File: src/rtl/nios2_oci_dct_packer_if.sv
// Bundle of the atom, frame, live-accumulator and end-of-test signals of the DCT packer.
// master: the packer itself; slave: the trace source / trace buffer / OCI test bench side.
interface nios2_oci_dct_packer_if;
    localparam int unsigned ATOM_W = 2;
    localparam int unsigned DEPTH  = 15;
    localparam int unsigned BUF_W  = ATOM_W * DEPTH;
    localparam int unsigned CNT_W  = 4;
    localparam int unsigned DROP_W = 8;

    logic              atom_valid;
    logic [ATOM_W-1:0] atom_data;
    logic              atom_ready;
    logic              flush;
    logic              frame_valid;
    logic [BUF_W-1:0]  frame_data;
    logic [CNT_W-1:0]  frame_count;
    logic              frame_ready;
    logic [BUF_W-1:0]  dct_buffer;
    logic [CNT_W-1:0]  dct_count;
    logic [DROP_W-1:0] drop_count;
    logic              test_ending;
    logic              test_has_ended;

    modport master (
        input  atom_valid, atom_data, flush, frame_ready, test_ending,
        output atom_ready, frame_valid, frame_data, frame_count,
               dct_buffer, dct_count, drop_count, test_has_ended
    );

    modport slave (
        output atom_valid, atom_data, flush, frame_ready, test_ending,
        input  atom_ready, frame_valid, frame_data, frame_count,
               dct_buffer, dct_count, drop_count, test_has_ended
    );
endinterface

File: src/rtl/nios2_oci_dct_packer.sv
// Packs 2-bit OCI data-trace atoms into 30-bit frames of up to 15 atoms and
// hands them to the trace buffer; also sequences the end-of-test drain.
module nios2_oci_dct_packer (
    input  logic                          clk,
    input  logic                          reset_n,
    nios2_oci_dct_packer_if.master        bus
);
    localparam int unsigned ATOM_W = 2;
    localparam int unsigned DEPTH  = 15;
    localparam int unsigned BUF_W  = ATOM_W * DEPTH;
    localparam int unsigned CNT_W  = 4;
    localparam int unsigned DROP_W = 8;

    typedef enum logic [1:0] {
        RUN   = 2'd0,
        DRAIN = 2'd1,
        ENDED = 2'd2
    } state_e;

    state_e              state_q, state_d;
    logic [BUF_W-1:0]    acc_q, acc_d;
    logic [CNT_W-1:0]    cnt_q, cnt_d;
    logic                frame_valid_q, frame_valid_d;
    logic [BUF_W-1:0]    frame_data_q, frame_data_d;
    logic [CNT_W-1:0]    frame_count_q, frame_count_d;
    logic [DROP_W-1:0]   drop_q, drop_d;
    logic                flush_pend_q, flush_pend_d;
    logic                ready_q, ready_d;
    logic                ended_q, ended_d;

    logic                accept;
    logic                out_free;
    logic                launch;
    logic                enter_drain;
    logic                cnt_full;
    logic                cnt_nz;

    // Next-state: packing, frame hand-off, drop counting and drain sequencing.
    always_comb begin
        state_d       = state_q;
        acc_d         = acc_q;
        cnt_d         = cnt_q;
        frame_valid_d = frame_valid_q;
        frame_data_d  = frame_data_q;
        frame_count_d = frame_count_q;
        drop_d        = drop_q;
        flush_pend_d  = flush_pend_q;
        ready_d       = ready_q;
        ended_d       = ended_q;

        cnt_full    = (cnt_q == CNT_W'(DEPTH));
        cnt_nz      = (cnt_q != '0);
        accept      = bus.atom_valid & ready_q;
        out_free    = ~frame_valid_q | bus.frame_ready;
        launch      = out_free & (cnt_full | ((flush_pend_q | bus.flush) & cnt_nz));
        enter_drain = (state_q == RUN) & bus.test_ending;

        if (launch) begin
            frame_data_d  = acc_q;
            frame_count_d = cnt_q;
            frame_valid_d = 1'b1;
            acc_d         = '0;
            cnt_d         = '0;
        end else if (frame_valid_q & bus.frame_ready) begin
            frame_valid_d = 1'b0;
        end

        // An atom taken alongside a launch lands in the freshly cleared accumulator.
        if (accept) begin
            acc_d = {acc_d[BUF_W-ATOM_W-1:0], bus.atom_data};
            cnt_d = cnt_d + CNT_W'(1);
        end

        if ((state_q == RUN) & bus.atom_valid & ~ready_q & (drop_q != {DROP_W{1'b1}})) begin
            drop_d = drop_q + DROP_W'(1);
        end

        // Pending flush only survives while there is still data left to flush.
        flush_pend_d = ((flush_pend_q | bus.flush) & cnt_nz & ~launch)
                     | (enter_drain & (cnt_d != '0));

        case (state_q)
            RUN:     if (bus.test_ending) state_d = DRAIN;
            DRAIN:   if (~cnt_nz & ~frame_valid_q & ~flush_pend_q) state_d = ENDED;
            ENDED:   state_d = ENDED;
            default: state_d = RUN;
        endcase

        ready_d = (state_d == RUN) & (cnt_d < CNT_W'(DEPTH));
        ended_d = (state_d == ENDED);
    end

    always_ff @(posedge clk) begin
        if (!reset_n) begin
            state_q       <= RUN;
            acc_q         <= '0;
            cnt_q         <= '0;
            frame_valid_q <= 1'b0;
            frame_data_q  <= '0;
            frame_count_q <= '0;
            drop_q        <= '0;
            flush_pend_q  <= 1'b0;
            ready_q       <= 1'b1;
            ended_q       <= 1'b0;
        end else begin
            state_q       <= state_d;
            acc_q         <= acc_d;
            cnt_q         <= cnt_d;
            frame_valid_q <= frame_valid_d;
            frame_data_q  <= frame_data_d;
            frame_count_q <= frame_count_d;
            drop_q        <= drop_d;
            flush_pend_q  <= flush_pend_d;
            ready_q       <= ready_d;
            ended_q       <= ended_d;
        end
    end

    assign bus.atom_ready     = ready_q;
    assign bus.frame_valid    = frame_valid_q;
    assign bus.frame_data     = frame_data_q;
    assign bus.frame_count    = frame_count_q;
    assign bus.dct_buffer     = acc_q;
    assign bus.dct_count      = cnt_q;
    assign bus.drop_count     = drop_q;
    assign bus.test_has_ended = ended_q;
endmodule

File: src/flat_wrapper.sv
// flat-port wrapper written by rule: the top's interface ports become plain ports
module nios2_oci_dct_packer_flat 
  (clk, reset_n, bus_atom_valid, bus_atom_data, bus_flush, bus_frame_ready, bus_test_ending, bus_atom_ready, bus_frame_valid, bus_frame_data, bus_frame_count, bus_dct_buffer, bus_dct_count, bus_drop_count, bus_test_has_ended);
  nios2_oci_dct_packer_if bus_i ();
  input  logic clk;
  input  logic reset_n;
  input wire logic [$bits(bus_i.atom_valid)-1:0] bus_atom_valid;
  input wire logic [$bits(bus_i.atom_data)-1:0] bus_atom_data;
  input wire logic [$bits(bus_i.flush)-1:0] bus_flush;
  input wire logic [$bits(bus_i.frame_ready)-1:0] bus_frame_ready;
  input wire logic [$bits(bus_i.test_ending)-1:0] bus_test_ending;
  output wire logic [$bits(bus_i.atom_ready)-1:0] bus_atom_ready;
  output wire logic [$bits(bus_i.frame_valid)-1:0] bus_frame_valid;
  output wire logic [$bits(bus_i.frame_data)-1:0] bus_frame_data;
  output wire logic [$bits(bus_i.frame_count)-1:0] bus_frame_count;
  output wire logic [$bits(bus_i.dct_buffer)-1:0] bus_dct_buffer;
  output wire logic [$bits(bus_i.dct_count)-1:0] bus_dct_count;
  output wire logic [$bits(bus_i.drop_count)-1:0] bus_drop_count;
  output wire logic [$bits(bus_i.test_has_ended)-1:0] bus_test_has_ended;
  assign bus_i.atom_valid = bus_atom_valid;
  assign bus_i.atom_data = bus_atom_data;
  assign bus_i.flush = bus_flush;
  assign bus_i.frame_ready = bus_frame_ready;
  assign bus_i.test_ending = bus_test_ending;
  assign bus_atom_ready = bus_i.atom_ready;
  assign bus_frame_valid = bus_i.frame_valid;
  assign bus_frame_data = bus_i.frame_data;
  assign bus_frame_count = bus_i.frame_count;
  assign bus_dct_buffer = bus_i.dct_buffer;
  assign bus_dct_count = bus_i.dct_count;
  assign bus_drop_count = bus_i.drop_count;
  assign bus_test_has_ended = bus_i.test_has_ended;
  nios2_oci_dct_packer u_core (.clk(clk), .reset_n(reset_n), .bus(bus_i));
endmodule
File: config.mk
export PLATFORM = sky130hd
export DESIGN_NAME = nios2_oci_dct_packer_flat
export DESIGN_NICKNAME = d
export VERILOG_FILES = /design/src/rtl/nios2_oci_dct_packer_if.sv /design/src/rtl/nios2_oci_dct_packer.sv /design/src/flat_wrapper.sv
export SDC_FILE = /design/constraint.sdc
export NUM_CORES = 1
export LEC_CHECK = 0
export CORE_AREA = 2 2 82 84
export CTS_CLUSTER_DIAMETER = 200
export CTS_CLUSTER_SIZE = 25
export DETAILED_ROUTE_END_ITERATION = 16
export DIE_AREA = 0 0 84 86
export PLACE_DENSITY = 0.92
export SETUP_SLACK_MARGIN = 0.4
export SLEW_MARGIN = 10
export SYNTH_ARGS = -nofsm -noshare
export SYNTH_HDL_FRONTEND = slang
export SYNTH_SLANG_ARGS = --single-unit
File: constraint.sdc
create_clock -name clk -period 6.2 [get_ports clk]
set_clock_uncertainty 0.15 [all_clocks]
set_input_delay 0.62 -clock clk [delete_from_list [all_inputs] [get_ports clk]]
set_output_delay 0.62 -clock clk [all_outputs]
set_load 0.01 [all_outputs]
==> results.json, run 1 <==
{
  "drt_iter0_markers": 152,
  "status": "finished clean",
  "syn_nets": 393,
  "area_delta_synth_final_pct": 34.6,
  "crit_chain": "clkdlybuf4s50_1, o21ai_0, a31o_2, nand2_1, a21oi_1, and4_1, a21oi_1",
  "hpwl_mm": 4.92,
  "synth_edf_count": 0,
  "yosys_warnings": 0,
  "timing.final.ws_setup_ps": 2780,
  "finalSetupViolations": 0,
  "clock.fmax_mhz": 292,
  "rows": 29,
  "ys_seq_area_frac": 0.527,
  "worstReg2RegEnd": "u_core.bus.atom_ready",
  "die_x_um": 84,
  "drtPass1Iterations": 4,
  "synth.most_common_cell": "nand2_1",
  "routedWlPerCell_um": 13.9,
  "vias": 2868,
  "critPathSlowestCell": "a31o_2",
  "holdPathStages": 2,
  "num-nets-final": 468,
  "hold_path.class": "flip-flop to flip-flop",
  "hold_violations": 0,
  "crit_start": "bus_flush",
  "period_needed_ps": 3420,
  "die_h_um": 86,
  "worst_slew_pin_slew_ps": 1130,
  "p_seq_frac": 0.512,
  "grt_pass1_wl_mm": 12.4,
  "max_cap_violations": 0,
  "max_stage_delay_ps": 760,
  "crit_path_end": "u_core.bus.atom_ready",
  "grt_usage": 0.213,
  "max-clock-path-buffers": 2,
  "synth.area.top_cells": "dfxtp_1 (53%), nand2_1 (16%), a21oi_1 (12%), clkbuf_1 (1.4%), nor2_1 (1.4%)",
  "slew_violations": 0,
  "synth_area_per_cell_sq_um": 8.13,
  "power.share.switching": 0.246,
  "io_pins": 87,
  "core_sq_um": 6280,
  "rsz0062_at_grt": "false",
  "syn_area_sq_um": 3110,
  "cts_resized": 0,
  "synth_common_cells": "nand2_1 (136), dfxtp_1 (82), a21oi_1 (73), clkbuf_1 (12), nor2_1 (12)",
  "worstPathRequired_ps": 6280,
  "cts_hold_buffers": 0,
  "ir_worst_vdd_v": 0.000153,
  "powerDensity_nw_per_um2": 257,
  "critPathBufInv": 1,
  "crit_path_max_fanout": 42,
  "grt_pass1_vias": 2719,
  "synthArstFlopShare": 0,
  "yosysUniqueCellTypes": 39,
  "crit_path_start_kind": "primary input",
  "cellLeakagePower_nw": 1.37,
  "wl_mm": 7.49,
  "cp.depth": 7,
  "numCtsBuffers": 9,
  "ys.flop_type": "dfxtp_1",
  "drc_errors": 0,
  "ys_ff_latch": 82,
  "antenna_left": 0,
  "cp-end-kind": "flip-flop",
  "cts_max_level": 3,
  "place_ws_ps": 2460,
  "fillers": 522,
  "critPathKind": "primary input to flip-flop",
  "cts_root_buffer": "clkbuf_8",
  "clkTransAtPathRegs_ps": 80,
  "port_buffers": 86,
  "combPwrFrac": 0.098,
  "crit_top_cell": "a21oi_1",
  "post-route-period-util": 0.552,
  "p_sw_mw": 0.265,
  "synth_top_cell_by_area": "dfxtp_1",
  "globalplace.congestion": 0.786,
  "tns_ps": 0,
  "reg2reg_depth": 6,
  "viasPerCell": 5.31,
  "synth_top_area_share": 0.527,
  "initial_utilization": 0.496,
  "antenna_cells": 0,
  "max_slew_margin": 0.248,
  "cts_tree": "built",
  "cp_data_arrival_time_ps": 3500,
  "dieArea_sq_um": 7220,
  "ff2ff_setup_slack_ps": 3030,
  "clock_sinks": 82,
  "antenna_found_initial": 0,
  "syn_inst": 383,
  "grt_max_degree": 43,
  "internal-power_mw": 0.812,
  "layout-drive-gt1-share": 0.0540,
  "critical-path-top-delay-family": "compound AO/OA/AOI/OAI gates",
  "clockPowerShare": 0.390,
  "clkLatencyLatePin_ps": 350,
  "regToRegStartpoint": "u_core.bus.dct_count[0]",
  "cts_setup_buffers": 0,
  "globalRouteOverflowTotal": 0
}
[how the worst min path moves through the flow]
stage / start / end / slack (ps)
after floorplan: u_core.bus.frame_count[0] / u_core.bus.frame_count[0] / 330
after global placement: u_core.bus.frame_data[21] / u_core.bus.frame_data[21] / 290
after detailed placement: u_core.bus.frame_data[0] / u_core.bus.frame_data[0] / 300
after CTS: u_core.bus.frame_data[28] / u_core.bus.frame_data[28] / 310
after global routing: u_core.bus.frame_data[9] / u_core.bus.frame_data[9] / 330
final: u_core.bus.frame_count[0] / u_core.bus.frame_count[0] / 310
[kinds of logic after synthesis]
family / Yosys count / synth area share
AND/OR/NAND/NOR: 177 / 0.243
AO/OA/AOI/OAI: 86 / 0.154
flip-flops: 82 / 0.527
buffers and inverters: 26 / 0.0394
XOR/XNOR: 9 / 0.0253
adder cells (fa/ha/maj): 2 / 0.00804
multiplexers: 1 / 0.00322
[per-layer routing]
metal	global-route usage	up-vias	wire (um)	part of all wire
li1	-	1424	-	-
met1	0.246	1344	3200	0.43
met2	0.378	85	3780	0.50
met3	0.0472	15	342	0.046
met4	0.0968	0	170	0.023
met5	0	-	0	0
[sequential cells by signal, indices dropped and copies added, names as in the netlist]
signal	flops
u_core.bus.atom_ready	1
u_core.bus.dct_buffer	30
u_core.bus.dct_count	4
u_core.bus.drop_count	8
u_core.bus.frame_count	4
u_core.bus.frame_data	30
u_core.bus.frame_valid	1
u_core.bus.test_has_ended	1
u_core.flush_pend_q	1
u_core.state_q	2
[placed cells by master, fill, tap and decap left out, types with 2 or more instances in the layout]
cell             count
ha_1                 2
nand2_1            136
nand2b_1             2
dfxtp_1             82
inv_1                2
nor2_1              12
xnor2_1              4
and3_1               2
clkbuf_8            10
nor3_1               2
nand4_1              3
xor2_1               5
buf_4                2
and2_1               3
o21ai_0              3
bufinv_16            2
a21oi_1             73
clkinvlp_4           2
clkbuf_1             2
nand3_1              5
clkdlybuf4s50_1     86
or3_1                3
[area by class of cell]
cell class / instances / area (sq um) / share of cell area
multi-input cells: 275 / 1350 / 0.322
clock buffers: 12 / 145 / 0.0346
inverters: 2 / 7.51 / 0.00179
flip-flops and latches: 82 / 1640 / 0.392
repair buffers: 88 / 876 / 0.209
well taps: 77 / 96.3 / 0.0230
clock inverters: 4 / 75.1 / 0.0179
[power by group through the flow]
stage | Combinational (mW) | Clock [mW] | Sequential [mW]
after floorplan | 0.0775 | 0 | 0.560
after global placement | 0.101 | 0 | 0.563
after detailed placement | 0.104 | 0 | 0.563
after CTS | 0.105 | 0.428 | 0.551
after global routing | 0.116 | 0.453 | 0.554
final | 0.105 | 0.420 | 0.552
[tightest hold or removal path: cells and delay by family (launching register included)]
family	cells	cell delay (ps)
flops	1	320
compound gates	1	50
simple gates	1	50
[stage by stage]
| stage | util | power, mW | cell area [sq um] | hold slack, ps | cells |
|---|---|---|---|---|---|
| finish | 0.668 | 1.08 | 4190 | 311 | 540 |
| floorplan | - | 0.637 | 3110 | 331 | 383 |
| global route | 0.668 | 1.12 | 4190 | 326 | 540 |
| CTS | 0.668 | 1.08 | 4190 | 312 | 540 |
| detailed placement | 0.632 | 0.668 | 3970 | 301 | 524 |
| global placement | 0.632 | 0.664 | 3970 | 292 | 524 |
(Power assumes the default switching activity.)
==> run 2: changes to the inputs <==
--- a/config.mk
+++ b/config.mk
@@ -5,12 +5,12 @@
 export SDC_FILE = /design/constraint.sdc
 export NUM_CORES = 1
 export LEC_CHECK = 0
-export CORE_AREA = 2 2 82 84
+export CORE_AREA = 2 2 89 91
 export CTS_CLUSTER_DIAMETER = 200
 export CTS_CLUSTER_SIZE = 25
 export DETAILED_ROUTE_END_ITERATION = 16
-export DIE_AREA = 0 0 84 86
-export PLACE_DENSITY = 0.92
+export DIE_AREA = 0 0 91 93
+export PLACE_DENSITY = 0.84
 export SETUP_SLACK_MARGIN = 0.4
 export SLEW_MARGIN = 10
 export SYNTH_ARGS = -nofsm -noshare
==> constraint.sdc (replaced) <==
create_clock -name clk -period 2.89 [get_ports clk]
set_clock_uncertainty 0.15 [all_clocks]
set_input_delay 0.289 -clock clk [delete_from_list [all_inputs] [get_ports clk]]
set_output_delay 0.289 -clock clk [all_outputs]
set_load 0.01 [all_outputs]
==> run 2 against run 1 <==
Critical path depth rose by 1. Die area grew 17%. Sequential share of layout area decreased by 0.70 points. Total power grew 110%. Setup slack worse by 2200 ps. Global-route usage is 3.0 points lower. Final cell count increased by 5.9%. Worst hold slack lost 5.2 ps. Sequential power increased by 110%. First-iteration DRC count shrank 16%.
==> results.json, run 2 (synthesis gave the netlist of run 1 again) <==
{
  "initial_utilization": 0.414,
  "clkTransAtPathRegs_ps": 80,
  "grt_max_degree": 41,
  "ff2ff_setup_slack_ps": 620,
  "period_needed_ps": 2270,
  "antenna_found_initial": 0,
  "grt_pass1_wl_mm": 12.8,
  "drtPass1Iterations": 4,
  "worst_slew_pin_slew_ps": 446,
  "power.share.switching": 0.257,
  "crit_path_max_fanout": 10,
  "io_pins": 87,
  "cts_setup_buffers": 0,
  "internal-power_mw": 1.69,
  "grt_pass1_vias": 2811,
  "layout_commonest_cell": "nand2_1",
  "combPwrFrac": 0.106,
  "cts_hold_buffers": 0,
  "fin_cells": 572,
  "globalplace.congestion": 0.839,
  "regToRegStartpoint": "u_core.bus.dct_count[0]",
  "core_sq_um": 7530,
  "area_delta_synth_final_pct": 37.1,
  "crit_chain": "nand4_1, a31o_2, and2_1, ha_1, nand2_1, xor2_1, nor3_2, o41ai_2",
  "crit_path_end": "u_core.flush_pend_q",
  "hold_violations": 0,
  "cellLeakagePower_nw": 1.40,
  "p_sw_mw": 0.585,
  "post-route-period-util": 0.784,
  "place_ws_ps": 336,
  "wl_mm": 7.46,
  "drt_iter0_markers": 127,
  "clockPowerShare": 0.375,
  "rows": 32,
  "clock.fmax_mhz": 441,
  "status": "finished clean",
  "cts_tree": "built",
  "clock_sinks": 82,
  "clkLatencyLatePin_ps": 320,
  "routedWlPerCell_um": 13.0,
  "cp-end-kind": "flip-flop",
  "grt_usage": 0.183,
  "die_h_um": 93,
  "finalSetupViolations": 0,
  "layout_common_cells": "nand2_1 (136), clkdlybuf4s50_1 (86), dfxtp_1 (82), a21oi_1 (73), nor2_1 (12)",
  "cts_resized": 0,
  "cp_data_arrival_time_ps": 2350,
  "hold_path.class": "flip-flop to flip-flop",
  "crit_start": "u_core.bus.dct_count[0]",
  "ir_worst_vdd_v": 0.000376,
  "hold_slack_ps": 306,
  "drc_errors": 0,
  "finish.utilization": 0.567,
  "slew_violations": 0,
  "port_buffers": 86,
  "powerDensity_nw_per_um2": 534,
  "vias": 2855,
  "viasPerCell": 4.99,
  "globalRouteOverflowTotal": 0,
  "tns_ps": 0,
  "hpwl_mm": 5.27,
  "layout-drive-gt1-share": 0.0702,
  "antenna_cells": 0,
  "max_cap_violations": 0,
  "antenna_left": 0,
  "rsz0062_at_grt": "false",
  "cts_max_level": 3,
  "worstReg2RegEnd": "u_core.flush_pend_q",
  "cts_root_buffer": "clkbuf_8",
  "num-nets-final": 475,
  "critPathSlowestCell": "dfxtp_1",
  "max_stage_delay_ps": 550,
  "max_slew_margin": 0.695,
  "max-clock-path-buffers": 2,
  "crit_path_start_kind": "flip-flop",
  "timing.final.ws_setup_ps": 623,
  "reg2reg_depth": 8,
  "worstPathRequired_ps": 2970,
  "dieArea_sq_um": 8460,
  "die_x_um": 91,
  "critPathKind": "flip-flop to flip-flop",
  "numCtsBuffers": 9,
  "dp.cells": 556,
  "p_seq_frac": 0.520
}
-- run 2: cell types whose count changed in the layout (fill, tap and decap cells not counted) --
cell	before	now
and2_1	3	4
and2_2	1	0
buf_4	2	9
bufinv_16	2	1
clkbuf_1	2	0
clkbuf_8	10	11
clkinv_4	0	2
-- run 2: power by group through the flow --
stage	clock network, mW	logic, mW	registers [mW]
CTS	0.879	0.244	1.18
floorplan	0	0.166	1.20
global route	0.931	0.266	1.19
detailed placement	0	0.243	1.21
global placement	0	0.235	1.21
finish	0.853	0.241	1.18
-- run 2: critical path: cells and delay by family (launching register included) --
kind,cells,cell delay (ps)
xor gates and xnor gates,1,250
and+or+nand+nor,4,560
DFF,1,550
adders and majority gates,1,190
AOI/OAI and AO/OA,2,470
-- run 2: layer usage --
metal,vias to the layer above,share of wire,track usage,wire (um)
li1,1442,-,-,-
met1,1330,0.42,0.209,3130
met2,76,0.51,0.333,3800
met3,7,0.062,0.0467,462
met4,0,0.0098,0.0619,73
met5,-,0,0,0
-- run 2: area by class of cell --
| cell class | instances | area (sq um) |
|---|---|---|
| flip-flops and latches | 82 | 1640 |
| well taps | 102 | 128 |
| fillers | 711 | 3260 |
| repair buffers | 95 | 928 |
| multi-input cells | 275 | 1350 |
| inverters | 2 | 7.51 |
| clock buffers | 11 | 151 |
| clock inverters | 5 | 62.6 |
-- run 2: metrics by stage --
stage	power (mW)	area, sq um
2_1_floorplan	1.37	3110
3_3_place_gp	1.44	4050
3_5_place_dp	1.45	4050
4_1_cts	2.31	4270
5_1_grt	2.38	4270
6_report	2.28	4270
-- run 2: how the worst min path moves through the flow --
stage / startpoint / end / slack (ps) / cells past startpoint
2_1_floorplan: reset_n / u_core.bus.atom_ready / 230 / 1
3_3_place_gp: u_core.bus.frame_data[21] / u_core.bus.frame_data[21] / 290 / 2
3_5_place_dp: u_core.bus.frame_data[20] / u_core.bus.frame_data[20] / 300 / 2
4_1_cts: u_core.bus.frame_data[20] / u_core.bus.frame_data[20] / 310 / 2
5_1_grt: u_core.bus.frame_count[2] / u_core.bus.frame_count[2] / 330 / 2
6_report: u_core.bus.frame_data[25] / u_core.bus.frame_data[25] / 310 / 2
